### src/rtl/gshare_branch_predictor.sv
// Gshare direction predictor: PC^GHR indexed counters with an in-order pending queue.
// Define BP_PERF_COUNTERS_EN to add correct/mispredict resolve counters.
module gshare_branch_predictor #(
    parameter int         XLEN          = 32,
    parameter int         IDX_WIDTH     = 6,
    parameter int         GHR_WIDTH     = 6,
    parameter int         CTR_WIDTH     = 2,
    parameter int         PENDING_DEPTH = 4,
    parameter logic [6:0] BRANCH_OPCODE = 7'b1100011
) (
    input  logic            i_saat,
    input  logic            i_reset,
    input  logic            i_buyruk_gecerli,
    input  logic [XLEN-1:0] i_buyruk_sayaci,
    input  logic [XLEN-1:0] i_buyruk,
    output logic            o_dallanma,
    output logic            o_buyruk_ongoru,
    output logic            o_hazir,
    input  logic            i_sonuc_gecerli,
    input  logic            i_buyruk_atladi,
    output logic            o_ongoru_yanlis
`ifdef BP_PERF_COUNTERS_EN
    ,
    output logic [31:0]     o_dogru_sayisi,
    output logic [31:0]     o_yanlis_sayisi
`endif
);

    localparam int ENTRIES = 1 << IDX_WIDTH;
    localparam int PW      = $clog2(PENDING_DEPTH);

    localparam logic [CTR_WIDTH-1:0] CTR_MAX  = '1;
    localparam logic [CTR_WIDTH-1:0] CTR_INIT = CTR_MAX >> 1;
    localparam logic [PW:0]          DEPTH    = (PW+1)'(PENDING_DEPTH);
    localparam logic [PW:0]          LAST     = (PW+1)'(PENDING_DEPTH - 1);

    logic [CTR_WIDTH-1:0] ctr [ENTRIES];
    logic [GHR_WIDTH-1:0] ghr;

    logic [IDX_WIDTH-1:0] fifo_idx  [PENDING_DEPTH];
    logic                 fifo_pred [PENDING_DEPTH];
    logic [GHR_WIDTH-1:0] fifo_ghr  [PENDING_DEPTH];

    logic [PW:0] rd_ptr;
    logic [PW:0] wr_ptr;
    logic [PW:0] count;

    logic [IDX_WIDTH-1:0] ghr_ext;
    logic [IDX_WIDTH-1:0] idx;
    logic                 pred;
    logic [PW-1:0]        head;
    logic                 pop;
    logic                 miss;
    logic                 push;
    logic [CTR_WIDTH-1:0] head_ctr;
    logic [CTR_WIDTH-1:0] new_ctr;

    function automatic logic [GHR_WIDTH-1:0] shift_in(
        input logic [GHR_WIDTH-1:0] h,
        input logic                 b
    );
        logic [GHR_WIDTH:0] t;
        t = {h, b};
        return t[GHR_WIDTH-1:0];
    endfunction

    function automatic logic [PW:0] ptr_next(input logic [PW:0] p);
        return (p == LAST) ? '0 : p + 1'b1;
    endfunction

    always_comb begin
        ghr_ext = '0;
        ghr_ext[GHR_WIDTH-1:0] = ghr;
    end

    assign idx  = i_buyruk_sayaci[IDX_WIDTH+1:2] ^ ghr_ext;
    assign pred = ctr[idx][CTR_WIDTH-1];

    assign o_dallanma      = i_buyruk_gecerli && (i_buyruk[6:0] == BRANCH_OPCODE);
    assign o_buyruk_ongoru = o_dallanma && pred;
    assign o_hazir         = count < DEPTH;

    assign head = rd_ptr[PW-1:0];
    assign pop  = i_sonuc_gecerli && (count != '0);
    assign miss = pop && (i_buyruk_atladi != fifo_pred[head]);
    // A mispredict squashes anything fetched down the wrong path, including this cycle's branch.
    assign push = o_dallanma && o_hazir && !miss;

    assign head_ctr = ctr[fifo_idx[head]];

    always_comb begin
        new_ctr = head_ctr;
        if (i_buyruk_atladi) begin
            if (head_ctr != CTR_MAX) new_ctr = head_ctr + 1'b1;
        end else begin
            if (head_ctr != '0) new_ctr = head_ctr - 1'b1;
        end
    end

    always_ff @(posedge i_saat) begin
        if (i_reset) begin
            for (int i = 0; i < ENTRIES; i++) ctr[i] <= CTR_INIT;
            ghr             <= '0;
            rd_ptr          <= '0;
            wr_ptr          <= '0;
            count           <= '0;
            o_ongoru_yanlis <= 1'b0;
        end else begin
            o_ongoru_yanlis <= miss;
            if (pop) ctr[fifo_idx[head]] <= new_ctr;
            if (miss) begin
                ghr    <= shift_in(fifo_ghr[head], i_buyruk_atladi);
                rd_ptr <= '0;
                wr_ptr <= '0;
                count  <= '0;
            end else begin
                if (push) begin
                    ghr    <= shift_in(ghr, pred);
                    wr_ptr <= ptr_next(wr_ptr);
                end
                if (pop) rd_ptr <= ptr_next(rd_ptr);
                case ({push, pop})
                    2'b10:   count <= count + 1'b1;
                    2'b01:   count <= count - 1'b1;
                    default: count <= count;
                endcase
            end
        end
    end

    always_ff @(posedge i_saat) begin
        if (push) begin
            fifo_idx[wr_ptr[PW-1:0]]  <= idx;
            fifo_pred[wr_ptr[PW-1:0]] <= pred;
            fifo_ghr[wr_ptr[PW-1:0]]  <= ghr;
        end
    end

`ifdef BP_PERF_COUNTERS_EN
    always_ff @(posedge i_saat) begin
        if (i_reset) begin
            o_dogru_sayisi  <= '0;
            o_yanlis_sayisi <= '0;
        end else if (pop) begin
            if (miss) o_yanlis_sayisi <= o_yanlis_sayisi + 1'b1;
            else      o_dogru_sayisi  <= o_dogru_sayisi + 1'b1;
        end
    end
`endif

    logic unused_bits;
    assign unused_bits = ^{i_buyruk[XLEN-1:7],
                           i_buyruk_sayaci[XLEN-1:IDX_WIDTH+2],
                           i_buyruk_sayaci[1:0],
                           rd_ptr[PW], wr_ptr[PW]};

endmodule
### config.mk
export PLATFORM = sky130hd
export DESIGN_NAME = gshare_branch_predictor
export DESIGN_NICKNAME = d
export VERILOG_FILES = /design/src/rtl/gshare_branch_predictor.sv
export SDC_FILE = /design/constraint.sdc
export NUM_CORES = 1
export LEC_CHECK = 0
export ABC_CLOCK_PERIOD_IN_PS = 5050
export CORE_ASPECT_RATIO = 0.75
export CORE_MARGIN = 1.5
export CORE_UTILIZATION = 54
export DETAILED_ROUTE_END_ITERATION = 8
export HOLD_SLACK_MARGIN = 0.08
export PLACE_DENSITY = 0.76
export SLEW_MARGIN = 20
export SYNTH_ARGS = -nofsm -noshare
export SYNTH_HDL_FRONTEND = slang
export SYNTH_SLANG_ARGS = --single-unit
### constraint.sdc
create_clock -name i_saat -period 5.05 [get_ports i_saat]
set_clock_uncertainty 0.15 [all_clocks]
set_input_delay 1.2625 -clock i_saat [delete_from_list [all_inputs] [get_ports i_saat]]
set_output_delay 1.2625 -clock i_saat [all_outputs]
set_load 0.05 [all_outputs]
* Yosys cells after proc, flatten, opt, wreduce, memory -nomap -nowiden
Memory sizes are Yosys's and may differ from the RTL's. A register that Yosys moved wholly into a read port is not among the register bits.
Index checks and enable logic that the tools add are counted.
Widths: inputs -> output; s select.
** Storage, ports and cells
- Flip-flop bits (word level) :: 16
- Memory bits (writable) :: 180
- Input bits :: 69
- Output and inout bits :: 4
- Logic and storage cells :: 61
- Memories kept :: 4
** Cells by class
- $add $sub $neg :: 6
- Order comparisons :: 1
- Equal/unequal tests :: 7
- Muxes and demuxes :: 24
- Bitwise operators :: 1
- Reductions and logical operators :: 13
** Memory list
- ctr :: depth 64, bits a word 2, read ports 2, clocked after memory_dff 0, wr ports 64, line 37 : logic [CTR_WIDTH-1:0] ctr [ENTRIES];
- fifo_ghr :: depth 4, bits a word 6, read ports 1, clocked after memory_dff 1, wr ports 1, line 42 : logic [GHR_WIDTH-1:0] fifo_ghr [PENDING_DEPTH];
- fifo_idx :: depth 4, bits a word 6, read ports 1, clocked after memory_dff 1, wr ports 1, line 40 : logic [IDX_WIDTH-1:0] fifo_idx [PENDING_DEPTH];
- fifo_pred :: depth 4, bits a word 1, read ports 1, clocked after memory_dff 1, wr ports 1, line 41 : logic fifo_pred [PENDING_DEPTH];
** Operators with widths (number)
- $mux 2 :: 10
- $mux 6 :: 3
- $add 3x1->3 const B :: 3
- $mux 1 :: 8
- $eq 7x7->1 const B :: 1
- $eq 3x2->1 const B :: 2
- $logic_and 1x1->1 :: 6
- $mux 3 :: 2
- $pmux 3 s2 :: 1
- $reduce_bool 2->1 :: 3
- $xor 6x6->6 :: 1
- $reduce_or 2->1 :: 2
- $lt 3x3->1 const B :: 1
- $reduce_bool 3->1 :: 1
- $sub 3x1->3 const B :: 1
- $add 2x1->2 const B :: 1
- $eq 2x1->1 const B :: 1
- $eq 2x2->1 const B :: 1
- $ne 2x2->1 const B :: 1
- $sub 2x1->2 const B :: 1
- $logic_not 1->1 :: 1
- $ne 1x1->1 :: 1

* Depth between registers and ports, before layout
Gate-level depths: netlist of run 1.
- Depth in word-level cells :: 7
- Gate-level depth with buffers :: 14
- Mapped depth without buffers :: 12

* Worst setup path after synthesis of run 1
Ideal clock, no wire load.
- Path kind :: input-to-output
- Start point :: input i_buyruk_sayaci[2]
- End point :: output o_buyruk_ongoru
- Arrival :: 3.993 ns
- Required time :: 3.638 ns
- Setup slack :: -0.356 ns
- Cell stages on the path :: 7
- Path buffers :: 1
- Cells stage by stage :: xor2_1 -> buf_2 -> mux4_2 -> mux4_2 -> a211oi_1 -> a21oi_1 -> and2_1
** Between the ends
- Word-level cells in the longest chain between the ends :: 3
** Ends and longest elaborated chain
- from (decl) :: line 14 : input logic [XLEN-1:0] i_buyruk_sayaci,
- $xor 6x6->6 :: line 76 : assign idx = i_buyruk_sayaci[IDX_WIDTH+1:2] ^ ghr_ext;
- net idx[0] :: line 49 : logic [IDX_WIDTH-1:0] idx;
- $mem_v2 64x2
- net pred :: line 50 : logic pred;
- $logic_and 1x1->1 :: line 80 : assign o_buyruk_ongoru = o_dallanma && pred;
- to (decl) :: line 17 : output logic o_buyruk_ongoru,
The timed path passes the listed nets, and every way through them passes these cells.

* Final worst setup path of run 1
- Start point :: input i_buyruk_sayaci[2]
- End point :: output o_buyruk_ongoru
** Between the ends
- Word-level cells in the longest chain between the ends :: 3
** Ends and longest elaborated chain (line)
- $xor 6x6->6 :: 76
- $mem_v2 64x2
- net pred :: 50
- $logic_and 1x1->1 :: 80
The timed path passes the listed nets, and every way through them passes these cells.

==> results of run 1 <==
==> power by group through the flow <==
stage / clock network [W] / logic (W) / registers [W]
after detailed placement: 0 / 0.000167 / 0.00181
final: 0.00132 / 0.000180 / 0.00177
after CTS: 0.00131 / 0.000174 / 0.00177
after global placement: 0 / 0.000160 / 0.00181
after floorplan: 0 / 0.000109 / 0.00180
after global routing: 0.00138 / 0.000189 / 0.00177
==> Yosys cell counts, types with 14 or more instances <==
cell type  instances
nor3_1            39
o21ai_1           16
nand2_1           66
o21bai_1          45
clkbuf_1          22
dfxtp_1           18
inv_1             15
nor2_1            58
mux4_2            37
nor4_2            15
or2_2             20
mux2i_1           28
a21oi_1           14
nand2b_1          53
nor3_2            20
buf_2             33
edfxtp_1         176
==> worst max path at each step <==
stage | from | endpoint | slack (ns) | cells past startpoint
6_report | i_buyruk_sayaci[2] | o_buyruk_ongoru | 0.05 | 10
5_1_grt | i_buyruk_sayaci[2] | o_buyruk_ongoru | 0.005 | 10
4_1_cts | i_buyruk_sayaci[2] | o_buyruk_ongoru | 0.09 | 10
3_5_place_dp | i_buyruk_sayaci[2] | o_buyruk_ongoru | -0.48 | 10
3_3_place_gp | i_buyruk_sayaci[2] | o_buyruk_ongoru | -0.52 | 10
2_1_floorplan | i_buyruk_sayaci[2] | o_buyruk_ongoru | 0.009 | 7
==> cell families after synthesis <==
kind of cell	after synthesis	synth area share
AOI/OAI and AO/OA	141	0.0996
xor gates and xnor gates	10	0.00852
adders and majority gates	7	0.00925
buffers and inverters	82	0.0373
DFF	194	0.549
muxes	80	0.125
and+or+nand+nor	311	0.171
==> final cells by class <==
type / count / share of cell area
Clock buffer: 23 / 0.0433
Sequential cell: 194 / 0.490
Inverter: 16 / 0.00521
Timing Repair Buffer: 64 / 0.0539
Multi-Input combinational cell: 550 / 0.375
Clock inverter: 9 / 0.00586
Tap cell: 247 / 0.0268
==> metrics by stage <==
stage / TNS, ns / hold WS (ns) / cells / setup slack (ns)
6_report: 0 / 0.331 / 1103 / 0.0486
5_1_grt: 0 / 0.341 / 1103 / 0.00497
4_1_cts: 0 / 0.330 / 1102 / 0.0891
3_5_place_dp: -0.478 / 0.318 / 1068 / -0.478
3_3_place_gp: -0.525 / 0.287 / 1068 / -0.525
2_1_floorplan: 0 / 0.279 / 825 / 0.00851
==> per-layer routing <==
layer / part of all wire / track usage
met4: 0.031 / 0.111
met2: 0.45 / 0.437
met1: 0.39 / 0.394
met5: 0 / 0
met3: 0.13 / 0.0838
==> flip-flops by register name (all words and copies together) (netlist names), named ones only <==
name,count
count,3
ctr,128
fifo_ghr,20
fifo_idx,24
fifo_pred,4
ghr,6
o_ongoru_yanlis,1
rd_ptr,3
wr_ptr,3
==> repair_timing <==
action | in CTS | in global routing
pin swaps | 2 | 2
setup buffers | 1 | 0
setup endpoints to repair | 1 | 3
resized for setup | 12 | 1
cloned | 1 | 1
hold buffers | 0 | 0
==> worst max-delay path, stage by stage <==
cell and delay [ns]:
buf_2 0.10, xor2_2 0.18, buf_12 0.18, buf_12 0.14, mux4_2 0.53, mux4_2 0.50
mux2i_1 0.22, a21oi_2 0.11, and2_1 0.18, buf_6 0.15
==> out/qor.csv, run 1 <==
metric,value,unit
clock_path_buffers,2,
rrSetupSlack,0.26,ns
power_density,284,nW/µm²
finalInstanceArea,11500,µm²
num-fill-cells,1373,
grt_pass1_vias,7301,
rows,43,
n_antenna_cell,0,
grtUsageTotal,0.288,
worstHoldStart,rd_ptr[2],
slew_headroom,0.228,
area_delta_synth_final,12.2,%
yosysSeqAreaShare,0.549,
clkTransAtPathRegs,0.07,ns
cts_sinks,194,
synth.distinct_cells,58,
power,0.00327,W
overflow,0,
multiInputGateArea,4330,µm²
synth_top_area_frac,0.514,
portBuffers,21,
clkPwrFrac,0.403,
viasPerCell,6.73,
hold_violations,0,
required,3.64,ns
core,18600,µm²
swShare,0.222,
holdCritPathClass,reg2reg,
synth_warnings,0,
syn_area_per_cell,12.5,µm²
place_congestion,0.906,
die_x,162,µm
worstSetupEndpointType,output pin,
utilization,0.621,
wl_per_cell,24.7,µm
seq_power_share,0.542,
postPlaceCellArea,10900,µm²
synth_largest_area_cell,edfxtp_1,
htreeDepth,4,
fmax,200,MHz
syn_nets,901,
arrival,3.59,ns
period_needed,5.00,ns
place_hpwl,18.2,mm
min_path_cells,2,
worstRegToRegCells,10,
mostFrequentLayoutCells,"edfxtp_1 (176), nand2_1 (66), nor2_1 (58)",
final_nets,919,
chipHeight,122,µm
final_antenna_net_count,0,
seq_area,5650,µm²
io_pins,73,
root_buffer,clkbuf_16,
vias,7421,
ir_worst_vdd,0.000213,V
synth_edf_count,176,
drive_gt1_frac,0.228,
synth_area_leaders,"edfxtp_1 (51%), mux4_2 (8.1%), dfxtp_1 (3.5%), o21bai_1 (3.3%), nand2b_1 (3.2%)",
internal_power,0.00255,W
rsz0062_at_grt,false,
criticalPathCategory,in2out,
grt_pass1_wl,41.5,mm
status,"finished, final reports clean",
synthFlopType,edfxtp_1,
start_util,0.554,
switchingPower,0.000727,W
slew_violations,0,
maxCapViolCount,0,
dieArea,19900,µm²
comb_power_share,0.055,
antenna_found_initial,0,
clk_latency,0.45,ns
fin_crit_sh,0.990,
min_to,rd_ptr[2],
layout_commonest_cell,edfxtp_1,
cts_tree,done,
synthArstFlopShare,0,
synth_area,10300,µm²
startpoint_type,input pin,
synth_cells,825,
numCtsBuffers,17,
synth-seq-cells,194,
first_pass_iters,5,
r2r_end,ctr[11][0],
leakage,3.66,nW
grt_max_degree,65,
worst_pin_slew,1.16,ns
drc,0,
routed_wirelength,27.2,mm
crit_fanout,8,
drt_first_iter_violations,1185,
setup_viol,0,
Note: power is estimated with default switching activity, not from simulation.
==> run 2: changes to the inputs <==
--- a/config.mk
+++ b/config.mk
@@ -5,13 +5,13 @@
 export SDC_FILE = /design/constraint.sdc
 export NUM_CORES = 1
 export LEC_CHECK = 0
-export ABC_CLOCK_PERIOD_IN_PS = 5050
+export ABC_CLOCK_PERIOD_IN_PS = 5550
 export CORE_ASPECT_RATIO = 0.75
 export CORE_MARGIN = 1.5
-export CORE_UTILIZATION = 54
+export CORE_UTILIZATION = 59
 export DETAILED_ROUTE_END_ITERATION = 8
 export HOLD_SLACK_MARGIN = 0.08
-export PLACE_DENSITY = 0.76
+export PLACE_DENSITY = 0.79
 export SLEW_MARGIN = 20
 export SYNTH_ARGS = -nofsm -noshare
 export SYNTH_HDL_FRONTEND = slang
==> constraint.sdc (replaced) <==
create_clock -name i_saat -period 5.55 [get_ports i_saat]
set_clock_uncertainty 0.15 [all_clocks]
set_input_delay 1.3875 -clock i_saat [delete_from_list [all_inputs] [get_ports i_saat]]
set_output_delay 1.3875 -clock i_saat [all_outputs]
set_load 0.05 [all_outputs]
==> out/qor.csv, run 2 (synthesis gave the netlist of run 1 again) <==
metric,value,unit
status,"finished, final reports clean",
grt_pass1_wl,41.1,mm
dp.cells,1024,
worst_pin_slew,1.11,ns
root_buffer,clkbuf_16,
cts_tree,done,
n_antenna_cell,0,
place_congestion,0.914,
drt_first_iter_violations,1147,
crit_fanout,8,
htreeDepth,4,
overflow,0,
grtUsageTotal,0.304,
clk_latency,0.45,ns
hold_violations,0,
fin_crit_sh,0.990,
worstRegToRegCells,9,
rsz0062_at_grt,false,
ir_worst_vdd,0.000224,V
clock_path_buffers,2,
fmax,182,MHz
required,4.01,ns
wl_per_cell,25.0,µm
chipHeight,117,µm
grt_pass1_vias,7281,
io_pins,73,
min_path_cells,2,
mostFrequentLayoutCells,"edfxtp_1 (176), nand2_1 (66), nor2_1 (58)",
postPlaceCellArea,10800,µm²
place_hpwl,17.5,mm
rows,41,
drive_gt1_frac,0.219,
first_pass_iters,8,
start_util,0.607,
drc,0,
dieArea,18200,µm²
fin_hold_ws,0.318,ns
area_delta_synth_final,11.2,%
period_needed,5.49,ns
viasPerCell,6.92,
holdCritPathClass,reg2reg,
slew_violations,0,
final_antenna_net_count,0,
leakage,3.62,nW
worstSetupEndpointType,output pin,
startpoint_type,input pin,
core,16900,µm²
power_density,265,nW/µm²
final_nets,905,
top_register,ctr,
numCtsBuffers,17,
arrival,3.96,ns
utilization,0.675,
maxCapViolCount,0,
setup_viol,0,
routed_wirelength,26.4,mm
post_cts_buffers,0,
criticalPathCategory,in2out,
num-fill-cells,1177,
die_x,155,µm
finalInstanceArea,11400,µm²
grt_max_degree,49,
cts_sinks,194,
portBuffers,21,
antenna_found_initial,0,
vias,7317,
slew_headroom,0.254,
final_cells,1057,
layout_commonest_cell,edfxtp_1,
largest_reg_flops,128,
clkTransAtPathRegs,0.07,ns
run 2: changes by cell type in the layout (fill, tap and decap cells not counted), sizes merged:
cell	before	now
buf	46	31
clkbuf	23	18
clkinv	4	6
inv	21	23
a21oi	16	15
bufbuf	0	1
bufinv	0	1
clkdlybuf4s50	17	18
run 2: metrics by stage:
step / total power, W / setup WS (ns) / setup TNS, ns
2_1_floorplan: 0.00174 / 0.163 / 0
5_1_grt: 0.00311 / 0.00551 / 0
3_5_place_dp: 0.00180 / -0.170 / -0.170
4_1_cts: 0.00303 / 0.0707 / 0
6_report: 0.00303 / 0.0567 / 0
3_3_place_gp: 0.00179 / -0.157 / -0.157
run 2: routing by layer:
layer	track usage	vias up	wire (µm)
met2	0.460	541	12100
met5	0	-	0
met3	0.0865	95	3360
met1	0.426	3553	10200
met4	0.0964	0	755
li1	-	3128	-
run 2: power by group:
part | leakage [nW] | internal (W) | switching [W] | total [W]
registers | 1.65 | 0.00160 | 0.0000140 | 0.00162
logic | 1.67 | 0.0000733 | 0.0000910 | 0.000164
clock network | 0.298 | 0.000654 | 0.000597 | 0.00125
total | 3.62 | 0.00233 | 0.000702 | 0.00303
run 2: critical path, cell delays in order:
cell and delay, ns:
dlygate4sd2_1 0.25, xor2_2 0.19, buf_12 0.17, bufbuf_16 0.28, mux4_2 0.50, mux4_2 0.51
mux2i_4 0.19, a21oi_2 0.11, and2_1 0.17, buf_4 0.18
run 2: what timing repair did:
action	in CTS	in global routing
gates resized for setup	4	1
hold buffers	0	0
pin swaps	2	0
gates cloned	1	0
setup endpoints to repair	1	1
run 2: final cells by class:
class | instances | area [µm²] | share of cell area
Inverter | 16 | 60.1 | 0.00525
Clock buffer | 18 | 439 | 0.0384
Clock inverter | 14 | 165 | 0.0144
Multi-Input combinational cell | 549 | 4330 | 0.379
Timing Repair Buffer | 51 | 527 | 0.0461
Sequential cell | 194 | 5650 | 0.494
Tap cell | 215 | 269 | 0.0235
run 2: worst paths after layout:
kind	from	to	slack, ns
setup / recovery	i_buyruk_sayaci[2]	o_buyruk_ongoru	0.06
hold / removal	rd_ptr[2]	rd_ptr[2]	0.32
setup reg to reg	flop	ctr[3][1]	0.56
hold reg to reg	rd_ptr[2]	rd_ptr[2]	0.32
==> run 3: changes to the inputs <==
--- a/config.mk
+++ b/config.mk
@@ -5,13 +5,13 @@
 export SDC_FILE = /design/constraint.sdc
 export NUM_CORES = 1
 export LEC_CHECK = 0
-export ABC_CLOCK_PERIOD_IN_PS = 5550
+export ABC_CLOCK_PERIOD_IN_PS = 6820
 export CORE_ASPECT_RATIO = 0.75
 export CORE_MARGIN = 1.5
-export CORE_UTILIZATION = 59
+export CORE_UTILIZATION = 64
 export DETAILED_ROUTE_END_ITERATION = 8
 export HOLD_SLACK_MARGIN = 0.08
-export PLACE_DENSITY = 0.79
+export PLACE_DENSITY = 0.85
 export SLEW_MARGIN = 20
 export SYNTH_ARGS = -nofsm -noshare
 export SYNTH_HDL_FRONTEND = slang
==> constraint.sdc (replaced) <==
create_clock -name i_saat -period 6.82 [get_ports i_saat]
set_clock_uncertainty 0.15 [all_clocks]
set_input_delay 1.705 -clock i_saat [delete_from_list [all_inputs] [get_ports i_saat]]
set_output_delay 1.705 -clock i_saat [all_outputs]
set_load 0.05 [all_outputs]
==> out/qor.csv, run 3 (synthesis gave the netlist of run 1 again) <==
metric,value,unit
power_density,216,nW/µm²
cts_resized,0,
place_hpwl,17.4,mm
area_delta_synth_final,9.37,%
slew_headroom,0.238,
finalInstanceArea,11200,µm²
maxCapViolCount,0,
grt_pass1_wl,40.5,mm
r2r_end,ctr[47][0],
failed_checks,design-rule violations,
worst_pin_slew,1.14,ns
top_register,ctr,
internal_power,0.00188,W
period_needed,6.66,ns
chipHeight,113,µm
grt_pass1_vias,7220,
leakage,3.53,nW
post_cts_buffers,0,
setup_viol,0,
cts_tree,done,
root_buffer,clkbuf_16,
clkTransAtPathRegs,0.07,ns
rsz0062_at_grt,false,
io_pins,73,
slew_violations,0,
min_to,rd_ptr[2],
largest_reg_flops,128,
switchingPower,0.000541,W
clkPwrFrac,0.408,
die_x,149,µm
final_cells,1036,
swShare,0.223,
required,4.97,ns
antenna_found_initial,0,
finalSetupTns,0,ns
htreeDepth,4,
n_antenna_cell,0,
arrival,4.81,ns
vias,7373,
status,finished with violations,
drc,1,
holdCritPathClass,reg2reg,
portBuffers,21,
viasPerCell,7.12,
place_congestion,0.928,
fin_crit_sh,0.977,
drive_gt1_frac,0.205,
ctsHoldBuffers,0,
numCtsBuffers,17,
first_pass_iters,8,
rows,39,
overflow,0,
grt_max_degree,52,
comb_power_share,0.050,
drt_first_iter_violations,1207,
dp.cells,1004,
layout_commonest_cell,edfxtp_1,
start_util,0.664,
num-fill-cells,940,
cts_sinks,194,
startpoint_type,input pin,
worstHoldStart,rd_ptr[2],
grtUsageTotal,0.327,
crit_fanout,20,
power,0.00242,W
worstSetupEndpointType,output pin,
final_antenna_net_count,0,
core,15500,µm²
final_nets,894,
rrSetupSlack,1.23,ns
routed_wirelength,26.2,mm
ir_worst_vdd,0.000180,V
wl_per_cell,25.3,µm
worstRegToRegCells,8,
clock_path_buffers,2,
utilization,0.727,
postPlaceCellArea,10700,µm²
seq_power_share,0.542,
clk_latency,0.44,ns
min_path_cells,2,
fmax,150,MHz
criticalPathCategory,in2out,
mostFrequentLayoutCells,"edfxtp_1 (176), nand2_1 (66), nor2_1 (58)",
hold_violations,0,
dieArea,16800,µm²
-- run 3: cell types whose count changed in the layout (fill, tap and decap cells not counted), moves of 2 or more --
cell       previous run  this run
clkbuf_16            17        19
clkinv_4              2         0
buf_4                24        17
inv_4                 1         3
clkinv_8              3         0
buf_12                6         2
-- run 3: final cells by class --
class                      instances  area, µm²  share of cell area
sequential                       194       5650               0.502
inverter                          16       60.1             0.00534
timing repair buffer              40        390              0.0347
tap                              205        256              0.0228
clock buffer                      21        493              0.0439
clock inverter                    11       83.8             0.00746
multi-input combinational        549       4310               0.384
-- run 3: power groups by stage --
stage	Combinational (W)	Clock, W	Sequential [W]
3_5_place_dp	0.000117	0	0.00134
5_1_grt	0.000128	0.00103	0.00131
4_1_cts	0.000118	0.000985	0.00131
6_report	0.000121	0.000988	0.00131
3_3_place_gp	0.000113	0	0.00134
2_1_floorplan	0.0000801	0	0.00133
-- run 3: worst max path at each step --
stage / start / to / slack [ns] / depth (start not counted)
floorplan: i_buyruk_sayaci[2] / o_buyruk_ongoru / 0.53 / 7
global placement: i_buyruk_sayaci[2] / o_buyruk_ongoru / 0.22 / 10
detailed placement: i_buyruk_sayaci[2] / o_buyruk_ongoru / 0.25 / 10
CTS: i_buyruk_sayaci[2] / o_buyruk_ongoru / 0.22 / 10
global route: i_buyruk_sayaci[2] / o_buyruk_ongoru / 0.12 / 10
finish: i_buyruk_sayaci[2] / o_buyruk_ongoru / 0.16 / 10
-- run 3: per-layer routing --
metal | GRT usage | share of wire
met1 | 0.473 | 0.37
met2 | 0.479 | 0.45
met3 | 0.0927 | 0.14
met4 | 0.116 | 0.033
met5 | 0 | 0
-- run 3: stage by stage --
stage                     hold WS [ns]  setup slack, ns
after global routing             0.340            0.115
final                            0.312            0.156
after global placement           0.288            0.219
after CTS                        0.305            0.225
after detailed placement         0.293            0.246
after floorplan                  0.279            0.529
-- run 3: critical path: stages --
cell	delay, ns
clkdlybuf4s50_1	0.50
xor2_2	0.19
buf_12	0.23
mux4_2	0.54
mux4_2	0.48
nor2b_1	0.15
a211oi_1	0.45
a21oi_1	0.15
and2_1	0.21
buf_4	0.18
==> RTL edit (settings of run 2) <==
The option `BP_PERF_COUNTERS_EN` is turned on by a define.
--- a/src/rtl/gshare_branch_predictor.sv
+++ b/src/rtl/gshare_branch_predictor.sv
@@ -1,5 +1,7 @@
 // Gshare direction predictor: PC^GHR indexed counters with an in-order pending queue.
 // Define BP_PERF_COUNTERS_EN to add correct/mispredict resolve counters.
+`define BP_PERF_COUNTERS_EN
+
 module gshare_branch_predictor #(
     parameter int         XLEN          = 32,
     parameter int         IDX_WIDTH     = 6,
Formal check against the unedited RTL (old outputs only; new: o_dogru_sayisi and o_yanlis_sayisi): same outputs for any inputs over 4 cycles, from zero or initial values and one cycle with i_reset high; that may be too few to reach the edited logic, so the function may still have changed.
==> RTL edit against run 2 <==
Largest cell class unchanged; largest power group unchanged; critical path type unchanged; setup slack got worse by 23 ps; count of clock-buffer cells in the layout rose by 14; synthesized cell count up 36%; area after synthesis up 24%; sequential cell count grew 64; core utilization rose by 1.5 points; die area grew 24%; sequential power rose by 28%; cell area rose by 28%; power is 26% higher; routed wire length up 16%.
==> RTL edit: results (changes against run 2) <==
Layout
  • Share of cells above drive strength 1: 14.7% (was 21.9%)
  • Fill count: 1495 (was 1177)
  • Multi-input gate area: 5370 um^2 (was 4330 um^2)
  • Final layout net count: 1267 (was 905)

Synthesis
  • Async S/R FF share, synth: 0% (unchanged)
  • Yosys cell types: 57 (was 58)
  • Synth area leaders: edfxtp_1 (41%), dfxtp_1 (13%), mux2i_1 (6.7%) (was edfxtp_1 (51%), mux4_2 (8.1%), dfxtp_1 (3.5%))
  • Commonest cells in the synthesized netlist: edfxtp_1 (176), nor2_1 (151), nand2_1 (110), mux2i_1 (85), dfxtp_1 (82) (was edfxtp_1 (176), nand2_1 (66), nor2_1 (58), nand2b_1 (53), o21bai_1 (45))
  • Syn_nets: 1201 (was 901)
  • Multiplexer share of the synthesized area: 12.6% (was 12.5%)
  • Post-Synth Adder-Cell Area: 1.12% (was 0.925%)
  • Post-synthesis sequential area ratio: 54.2% (was 54.9%)
  • Compound-Gate Fraction of Synth Area: 3.36% (was 9.96%)
  • Xor/xnor share of the synthesized area: 4.24% (was 0.852%)

Setup path
  • Max incr delay on CP: 520 ps
  • CP arrival: 3980 ps (was 3960 ps)
  • Crit path max fanout: 12 (was 8)
  • Slowest CP cell: clkdlybuf4s50_1 (was mux4_2)
  • Critical path's top delay family: buffers and inverters (was multiplexers)

Place
  • RePlAce Congestion: 0.897 (was 0.914)
  • Dpl cell area: 13800 um^2 (was 10800 um^2)
  • Final HPWL DP: 20400 um (was 17500 um)
  • Port bufs: 85 (was 21)
  • Placement Setup Slack: -230 ps (was -170 ps)

Global route
  • Initial antenna violation count: 0 (unchanged)
  • Global-route wire length before repair: 46700 um (was 41100 um)
  • Total GRT Usage: 26.8% (was 30.4%)
  • Largest net degree at the start of global routing: 93 (was 49)
  • Vias in the first global route: 8431 (was 7281)

Timing
  • Relative slew slack: 27.0% (was 25.4%)

Clocking
  • Clock Latency Late Sink: 530 ps (was 450 ps)
  • H-tree lvl count: 1 (was 4)
  • Post-CTS Setup Bufs: 0 (unchanged)
  • CTS-repair resized insts: 7 (was 4)
  • CTS buffer count: 25 (was 17)
  • Clock Tree Buf Depth: 3 (was 2)

Drt
  • Avg WL per Cell: 20.5 um (was 25.0 um)
  • First-pass DRT Iterations: 6 (was 8)
  • Via count: 9113 (was 7317)
  • Initial drt markers: 1081 (was 1147)

Pwr
  • Combinational share of power: 4.3% (was 5.4%)
  • Leakage: 4.85 nW (was 3.62 nW)
  • Max IR drop VDD: 0.000215 V (was 0.000224 V)
  • Switch share: 21.4% (was 23.2%)
  • Clock Power Share: 41.5% (was 41.3%)
  • Final Total Pwr: 0.00383 W (was 0.00303 W)

Outcome
  • Status: completed (unchanged)

Min path
  • Worst min path class: flop to flop (unchanged)
-- RTL edit: changes by cell type after synthesis, sizes merged, moves of 14 or more --
cell    delta
mux2i     +57
dfxtp     +64
or2       +15
nor4      -15
nand4     +14
clkbuf    +17
xor2      +33
xnor2     +18
nand3     +51
o21bai    -43
nor2      +95
nand2     +45
nand2b    -19
-- RTL edit: cells by family (layout without fill, tap and decap cells) --
group	count (synthesis)	after routing
flops	258	258
fa+ha+maj	11	11
compound gates	67	67
buf+inv	93	177
simple gates	512	512
xor+xnor	61	61
mux	121	121
-- RTL edit: through the flow --
step           cells  hold WS (ps)
2_1_floorplan   1123           260
3_3_place_gp    1449           282
3_5_place_dp    1449           286
4_1_cts         1495           314
5_1_grt         1495           335
6_report        1495           315
-- RTL edit: area by class of cell --
type                       count  share of cell area (%)
sequential                   258                    47.4
tap                          288                    2.46
timing repair buffer         116                    7.93
clock inverter                13                   0.633
clock buffer                  32                    4.46
inverter                      16                   0.411
multi-input combinational    772                    36.7
-- RTL edit: worst paths after layout --
path                                          from              end  slack [ps]  cells past startpoint
worst min register to register           wr_ptr[2]        wr_ptr[2]         310                      2
worst max-delay path            i_buyruk_sayaci[3]  o_buyruk_ongoru          30                     10
worst max register to register                flop       ctr[28][0]        1000                     10
worst min-delay path                     wr_ptr[2]        wr_ptr[2]         310                      2
-- RTL edit: layer usage --
layer / track usage [%] / up-vias / part of all wire [%]
li1: - / 4150 / -
met1: 39.0 / 4430 / 43
met2: 40.8 / 462 / 45
met3: 5.64 / 71 / 10
met4: 8.03 / 0 / 2.6
met5: 0.625 / - / 0
-- RTL edit: tightest hold or removal path, stage by stage, from the launching register on --
cell and delay, ps:
dfxtp_1 330, nand2_1 60, nor2_1 40
